$ cat config.mk
export PLATFORM = sky130hd
export DESIGN_NAME = mem_interface_unit
export DESIGN_NICKNAME = d
export VERILOG_FILES = /design/src/rtl/mem_interface_unit.sv
export SDC_FILE = /design/constraint.sdc
export NUM_CORES = 1
export LEC_CHECK = 0
export BUFFER_PORTS_ARGS = -buffer_cell sky130_fd_sc_hd__clkbuf_2
export CAP_MARGIN = 20
export CORE_ASPECT_RATIO = 0.8
export CORE_MARGIN = 1.5
export CORE_UTILIZATION = 41
export CTS_CLUSTER_DIAMETER = 120
export CTS_CLUSTER_SIZE = 25
export DETAILED_ROUTE_END_ITERATION = 6
export PLACE_DENSITY = 0.75
export SYNTH_ARGS = -nofsm -noshare
export SYNTH_HDL_FRONTEND = slang
export SYNTH_SLANG_ARGS = --single-unit
$ cat constraint.sdc
create_clock -name clk -period 1.4 [get_ports clk]
set_input_delay 0.21 -clock clk [delete_from_list [all_inputs] [get_ports clk]]
set_output_delay 0.21 -clock clk [all_outputs]
set_load 0.1 [all_outputs]
$ cat src/rtl/mem_interface_unit.sv
// mem_interface_unit: responder for I-cache / D-cache line misses.
// Each request becomes a burst of LINE_WORDS single-word bus transfers.
// The I-cache has fixed priority over the D-cache.
// Optional build macro MEM_TIMEOUT_EN adds a memAck wait limit (TIMEOUT_CYCLES)
// that aborts the burst, pulses busErr and closes the owner's response.
module mem_interface_unit #(
    parameter int WORD_LENGTH    = 32,
    parameter int ADR_WIDTH      = 32,
    parameter int LINE_WORDS     = 4,
    parameter int TIMEOUT_CYCLES = 255
) (
    input  logic                   clk,
    input  logic                   rst,
    input  logic                   iReqValid,
    input  logic [ADR_WIDTH-1:0]   iReqAdr,
    output logic                   iReqReady,
    output logic                   iRspValid,
    output logic [WORD_LENGTH-1:0] iRspData,
    output logic                   iRspLast,
    input  logic                   dReqValid,
    input  logic                   dReqWrite,
    input  logic [ADR_WIDTH-1:0]   dReqAdr,
    output logic                   dReqReady,
    input  logic [WORD_LENGTH-1:0] dWrData,
    output logic                   dWrPop,
    output logic                   dRspValid,
    output logic [WORD_LENGTH-1:0] dRspData,
    output logic                   dRspLast,
    output logic                   memReq,
    output logic                   memWe,
    output logic [ADR_WIDTH-1:0]   memAdr,
    output logic [WORD_LENGTH-1:0] memWdata,
    input  logic                   memAck,
    input  logic [WORD_LENGTH-1:0] memRdata,
    output logic                   busErr
);

    localparam int BW  = $clog2(LINE_WORDS);
    localparam int OFF = BW + 2;
    localparam int TW  = ADR_WIDTH - OFF;
    localparam logic [BW-1:0] LAST_BEAT = BW'(LINE_WORDS - 1);

    typedef enum logic [1:0] {
        IDLE    = 2'd0,
        I_READ  = 2'd1,
        D_READ  = 2'd2,
        D_WRITE = 2'd3
    } state_t;

    state_t                 state, state_nxt;
    logic [BW-1:0]          beat;
    logic [BW-1:0]          beat_inc;
    logic [TW-1:0]          tag;
    logic [TW-1:0]          acc_tag;
    logic                   mem_req_q;
    logic [ADR_WIDTH-1:0]   mem_adr_q;
    logic                   i_acc, d_acc, accept;
    logic                   beat_done, last_beat, burst_end, timeout;
    logic                   bus_err_q;
    logic                   i_rsp_valid, i_rsp_last, d_rsp_valid, d_rsp_last;
    logic [WORD_LENGTH-1:0] i_rsp_data, d_rsp_data;
    logic                   unused_adr_bits;

    // Offset bits below the line boundary are discarded by design.
    assign unused_adr_bits = ^{iReqAdr[OFF-1:0], dReqAdr[OFF-1:0]};

    assign i_acc     = (state == IDLE) && iReqValid;
    assign d_acc     = (state == IDLE) && dReqValid && !iReqValid;
    assign accept    = i_acc || d_acc;
    assign acc_tag   = iReqValid ? iReqAdr[ADR_WIDTH-1:OFF] : dReqAdr[ADR_WIDTH-1:OFF];
    // memAck only counts while a request is on the bus.
    assign beat_done = mem_req_q && memAck;
    assign last_beat = (beat == LAST_BEAT);
    assign beat_inc  = beat + BW'(1);
    assign burst_end = (beat_done && last_beat) || timeout;

`ifdef MEM_TIMEOUT_EN
    localparam int CW = $clog2(TIMEOUT_CYCLES + 1);
    logic [CW-1:0] wait_cnt;

    // Count stalled bus cycles; restart on every accept and every ack.
    always_ff @(posedge clk or negedge rst) begin
        if (!rst)                      wait_cnt <= '0;
        else if (accept || beat_done)  wait_cnt <= '0;
        else if (mem_req_q)            wait_cnt <= wait_cnt + CW'(1);
    end

    // Fires on the edge at which the counter would reach the limit.
    assign timeout = mem_req_q && !memAck && (wait_cnt == CW'(TIMEOUT_CYCLES - 1));
`else
    assign timeout = 1'b0;
`endif

    // State register.
    always_ff @(posedge clk or negedge rst) begin
        if (!rst) state <= IDLE;
        else      state <= state_nxt;
    end

    // Next state: arbitrate in IDLE, return to IDLE when the burst ends.
    always_comb begin
        state_nxt = state;
        case (state)
            IDLE: begin
                if (i_acc)      state_nxt = I_READ;
                else if (d_acc) state_nxt = dReqWrite ? D_WRITE : D_READ;
            end
            default: begin
                if (burst_end)  state_nxt = IDLE;
            end
        endcase
    end

    // Bus side: line tag, beat counter, registered request and address.
    always_ff @(posedge clk or negedge rst) begin
        if (!rst) begin
            tag       <= '0;
            beat      <= '0;
            mem_req_q <= 1'b0;
            mem_adr_q <= '0;
        end else if (accept) begin
            tag       <= acc_tag;
            beat      <= '0;
            mem_req_q <= 1'b1;
            mem_adr_q <= {acc_tag, {OFF{1'b0}}};
        end else if (timeout) begin
            mem_req_q <= 1'b0;
        end else if (beat_done) begin
            beat <= beat_inc;
            if (last_beat) mem_req_q <= 1'b0;
            // Offset wraps inside the line; tag bits are never touched.
            else           mem_adr_q <= {tag, beat_inc, 2'b00};
        end
    end

    // Responses: one cycle after each ack, or after a timeout abort.
    always_ff @(posedge clk or negedge rst) begin
        if (!rst) begin
            i_rsp_valid <= 1'b0;
            i_rsp_last  <= 1'b0;
            i_rsp_data  <= '0;
            d_rsp_valid <= 1'b0;
            d_rsp_last  <= 1'b0;
            d_rsp_data  <= '0;
            bus_err_q   <= 1'b0;
        end else begin
            i_rsp_valid <= (state == I_READ) && (beat_done || timeout);
            i_rsp_last  <= (state == I_READ) && burst_end;
            i_rsp_data  <= ((state == I_READ) && beat_done) ? memRdata : '0;
            // Writes report only once, on completion of the whole line.
            d_rsp_valid <= ((state == D_READ) && (beat_done || timeout)) ||
                           ((state == D_WRITE) && burst_end);
            d_rsp_last  <= ((state == D_READ) || (state == D_WRITE)) && burst_end;
            d_rsp_data  <= ((state == D_READ) && beat_done) ? memRdata : '0;
            bus_err_q   <= timeout;
        end
    end

    assign iReqReady = i_acc;
    assign dReqReady = d_acc;
    assign iRspValid = i_rsp_valid;
    assign iRspData  = i_rsp_data;
    assign iRspLast  = i_rsp_last;
    assign dRspValid = d_rsp_valid;
    assign dRspData  = d_rsp_data;
    assign dRspLast  = d_rsp_last;
    assign memReq    = mem_req_q;
    assign memWe     = (state == D_WRITE);
    assign memAdr    = mem_adr_q;
    assign memWdata  = dWrData;
    assign dWrPop    = (state == D_WRITE) && beat_done;
    assign busErr    = bus_err_q;

endmodule

==> run_results.csv <==
group,metric,value,unit
outcome,status,"complete, but fails checks",
outcome,violations,"setup timing",
worst_hold_path,hold_depth,2,
global_routing,grt_max_degree,71,
pwr,leakage,0.00405,µW
layout,fillCellCount,1024,
drt,vias,4018,
layout,drive_above_1_share,43.9,%
timing,rsz0062_at_grt,"yes",
floorplan,start_util,42.1,%
floorplan,core,12900,µm²
worst_setup_path,critPathMaxStageDelay,400,ps
drt,ant_nets,0,
worst_setup_path,cp_slowest_cell,"dfrtp_1",
layout,diodes,0,
drt,drt_wl_total,13700,µm
layout,multi_input_area,1810,µm²
clock_network,cts_sinks,131,
pwr,vdd_ir_drop_max,0.00153,V
clock_network,cts_buffer_depth,2,
clock_network,clk_latency,410,ps
yosys,ys_seq_area_share,60.5,%
yosys,ys_warn_count,0,
drt,drtIter0Drc,131,
timing,drv_slew,0,
drt,avgRoutedWirePerCell,16.5,µm
timing,fin_hold_ws,15.2,ps
timing,fin_crit_sh,122,%
yosys,ys_types,23,
yosys,avgSynthCellArea,12.5,µm²
global_routing,grt_pass1_vias,4258,
worst_setup_path,path_cells,"or2_4, nor3b_4, buf_12",
layout,fin_nets,779,
worst_setup_path,rr_worst_depth,6,
floorplan,dieArea,13900,µm²
worst_setup_path,reg2reg_from,"beat[1]",
worst_setup_path,crit_path_max_fanout,3,
floorplan,die_h,106,µm
placed_design,dpl.hpwl,8620,µm
floorplan,dieWidth,132,µm
placed_design,gp_congestion,0.801,
clock_network,root_buffer,"clkbuf_16",
floorplan,rows,37,
floorplan,top_level_ports,272,
worst_setup_path,worstSetupEndpointType,"output pin",
clock_network,htreeDepth,4,
yosys,syn_inst,432,
drt,drc,0,
worst_setup_path,r2r_end,"memAdr[31]",
worst_setup_path,startpoint_type,"register",
layout,fin_cells,831,
clock_network,cts_buffers,17,
worst_setup_path,required,1190,ps
worst_hold_path,hold_end,"iRspData[15]",
yosys,synthMuxAreaShare,15.5,%
layout,area_growth,46.2,%
worst_setup_path,reg2reg_setup_slack,-110,ps
global_routing,grt-ovfl-total,0,
drt,drtPass1Iterations,4,
run,drv_cap,0,
yosys,synth_compound_area_share,5.98,%
placed_design,numPortBuffers,196,
yosys,synth_area,5420,µm²
global_routing,grt.total_usage,19.7,%
timing,layout_setup_ws,-305,ps
worst_setup_path,cp.arrival,1490,ps
clock_network,cts_tree,"built",
worst_hold_path,hp-class,"primary input to register",
yosys,synth_top_family_by_area,"multiplexers",
yosys,synthAdderAreaFrac,0.231,%
timing,setup_viol,32,
timing,hold_viol,0,
yosys,ys_ff_latch,131,
yosys,synth-simple-area-share,10.1,%
global_routing,antenna_found_initial,0,
drt,drt-vias-per-instance,4.84,
global_routing,grt_pass1_wl,21200,µm
pwr,p_per_area,2590,nW/µm²
placed_design,dp.cells,764,
layout,register_area,3280,µm²
timing,fmax,587,MHz
timing,period_minus_slack,1700,ps
yosys,synthXorXnorAreaFrac,0.162,%
clock_network,clkTransAtPathRegs,60,ps
worst_setup_path,worstSetupPathType,"register to output pin",
timing,clock_skew,12.7,ps
worst_hold_path,hp-start,"memRdata[15]",
-- state kept, by name, indices dropped and copies added (netlist names) --
register and flops:
dRspValid 1, dRspData 32, iRspData 32, beat 2, iRspValid 1, iRspLast 1, memAdr 30, state 2
tag 28, dRspLast 1, memReq 1
-- how the worst max path moves through the flow --
stage                     slack [ps]          to  cells after the start     start
final                           -300   dReqReady                      3  state[0]
after global placement           -60  memAdr[20]                      5   beat[0]
after floorplan                 -330   dReqReady                      2  state[1]
after CTS                       -350   dReqReady                      3  state[0]
after detailed placement         -90  memAdr[31]                      5   beat[0]
after global routing            -360   dReqReady                      3  state[1]
-- cells in the final DEF (no fill, tap or decap), types with 5 or more instances in the layout --
master and instances:
and2_4 7, clkbuf_2 92, a21oi_1 59, clkbuf_4 55, dfrtp_1 130, dlygate4sd3_1 15
clkbuf_16 20, buf_6 7, and2_1 61, mux2i_1 83, buf_4 60, nand2_1 5
buf_12 14
-- cell type report --
cell class,instances,share of cell area (%)
Clock inverter,12,1.34
Tap cell,175,2.76
Timing Repair Buffer,252,25.9
Sequential cell,131,41.4
Multi-Input combinational cell,242,22.9
Clock buffer,19,5.72
-- per-stage QoR --
stage	area, µm²	util [%]	power, µW	setup TNS (ps)	worst slack (ps)
after CTS	7750	60.2	20200	-2690	-348
final	7920	61.6	20500	-2400	-305
after floorplan	5470	-	13400	-788	-333
after global placement	6670	51.8	15100	-1260	-56.0
after global routing	7920	61.6	21400	-5510	-361
after detailed placement	6670	51.8	15300	-1990	-93.7
-- repair_timing --
item,4_1_cts,5_1_grt
resized for setup,73,13
pin swaps,3,4
buffers inserted,9,4
endpoints found under the setup margin,87,85
gates cloned,4,4
endpoints found under the hold margin,152,0
hold buffers,15,0
-- cell usage after synthesis (all sizes together) --
cell / number / area (µm²)
conb: 1 / 3.75
nand2b: 2 / 12.5
and2: 69 / 432
o2bb2ai: 1 / 8.76
and3b: 1 / 8.76
buf: 52 / 372
xnor2: 1 / 8.76
nor2: 4 / 15.0
nand2: 7 / 26.3
mux2i: 84 / 841
a21oi: 60 / 300
or2: 3 / 18.8
nand3b: 1 / 7.51
ha: 1 / 12.5
and3: 1 / 6.26
dfrtp: 131 / 3280
clkbuf: 9 / 33.8
nor3b: 2 / 20.0
a21o: 2 / 15.0
-- per-layer routing --
| layer | global-route usage, % | vias up | part of all wire, % |
|---|---|---|---|
| li1 | - | 1854 | - |
| met1 | 23.7 | 1990 | 40 |
| met2 | 32.5 | 160 | 50 |
| met3 | 7.50 | 14 | 8.6 |
| met4 | 6.98 | 0 | 1.2 |
| met5 | 0 | - | 0 |
-- report_power, final --
group / switching (µW) / leakage [µW] / internal, µW
logic: 7570 / 0.00214 / 3200
registers: 640 / 0.00164 / 4960
clock network: 1640 / 0.000267 / 2520
total: 9850 / 0.00405 / 10700
-- worst max-delay path, delay by kind of cell (launching register included) --
family,cells,cell delay [ps]
simple gates,2,480
flops,1,400
buf+inv,1,210
-- cell families (layout without fill, tap and decap cells) --
kind of cell / Yosys count / after routing
compound gates: 63 / 63
xor+xnor: 1 / 1
fa+ha+maj: 1 / 1
buf+inv: 61 / 283
flops: 131 / 131
mux: 84 / 84
other cells: 1 / 3
simple gates: 90 / 90
Power figures use the tool's default switching activity.
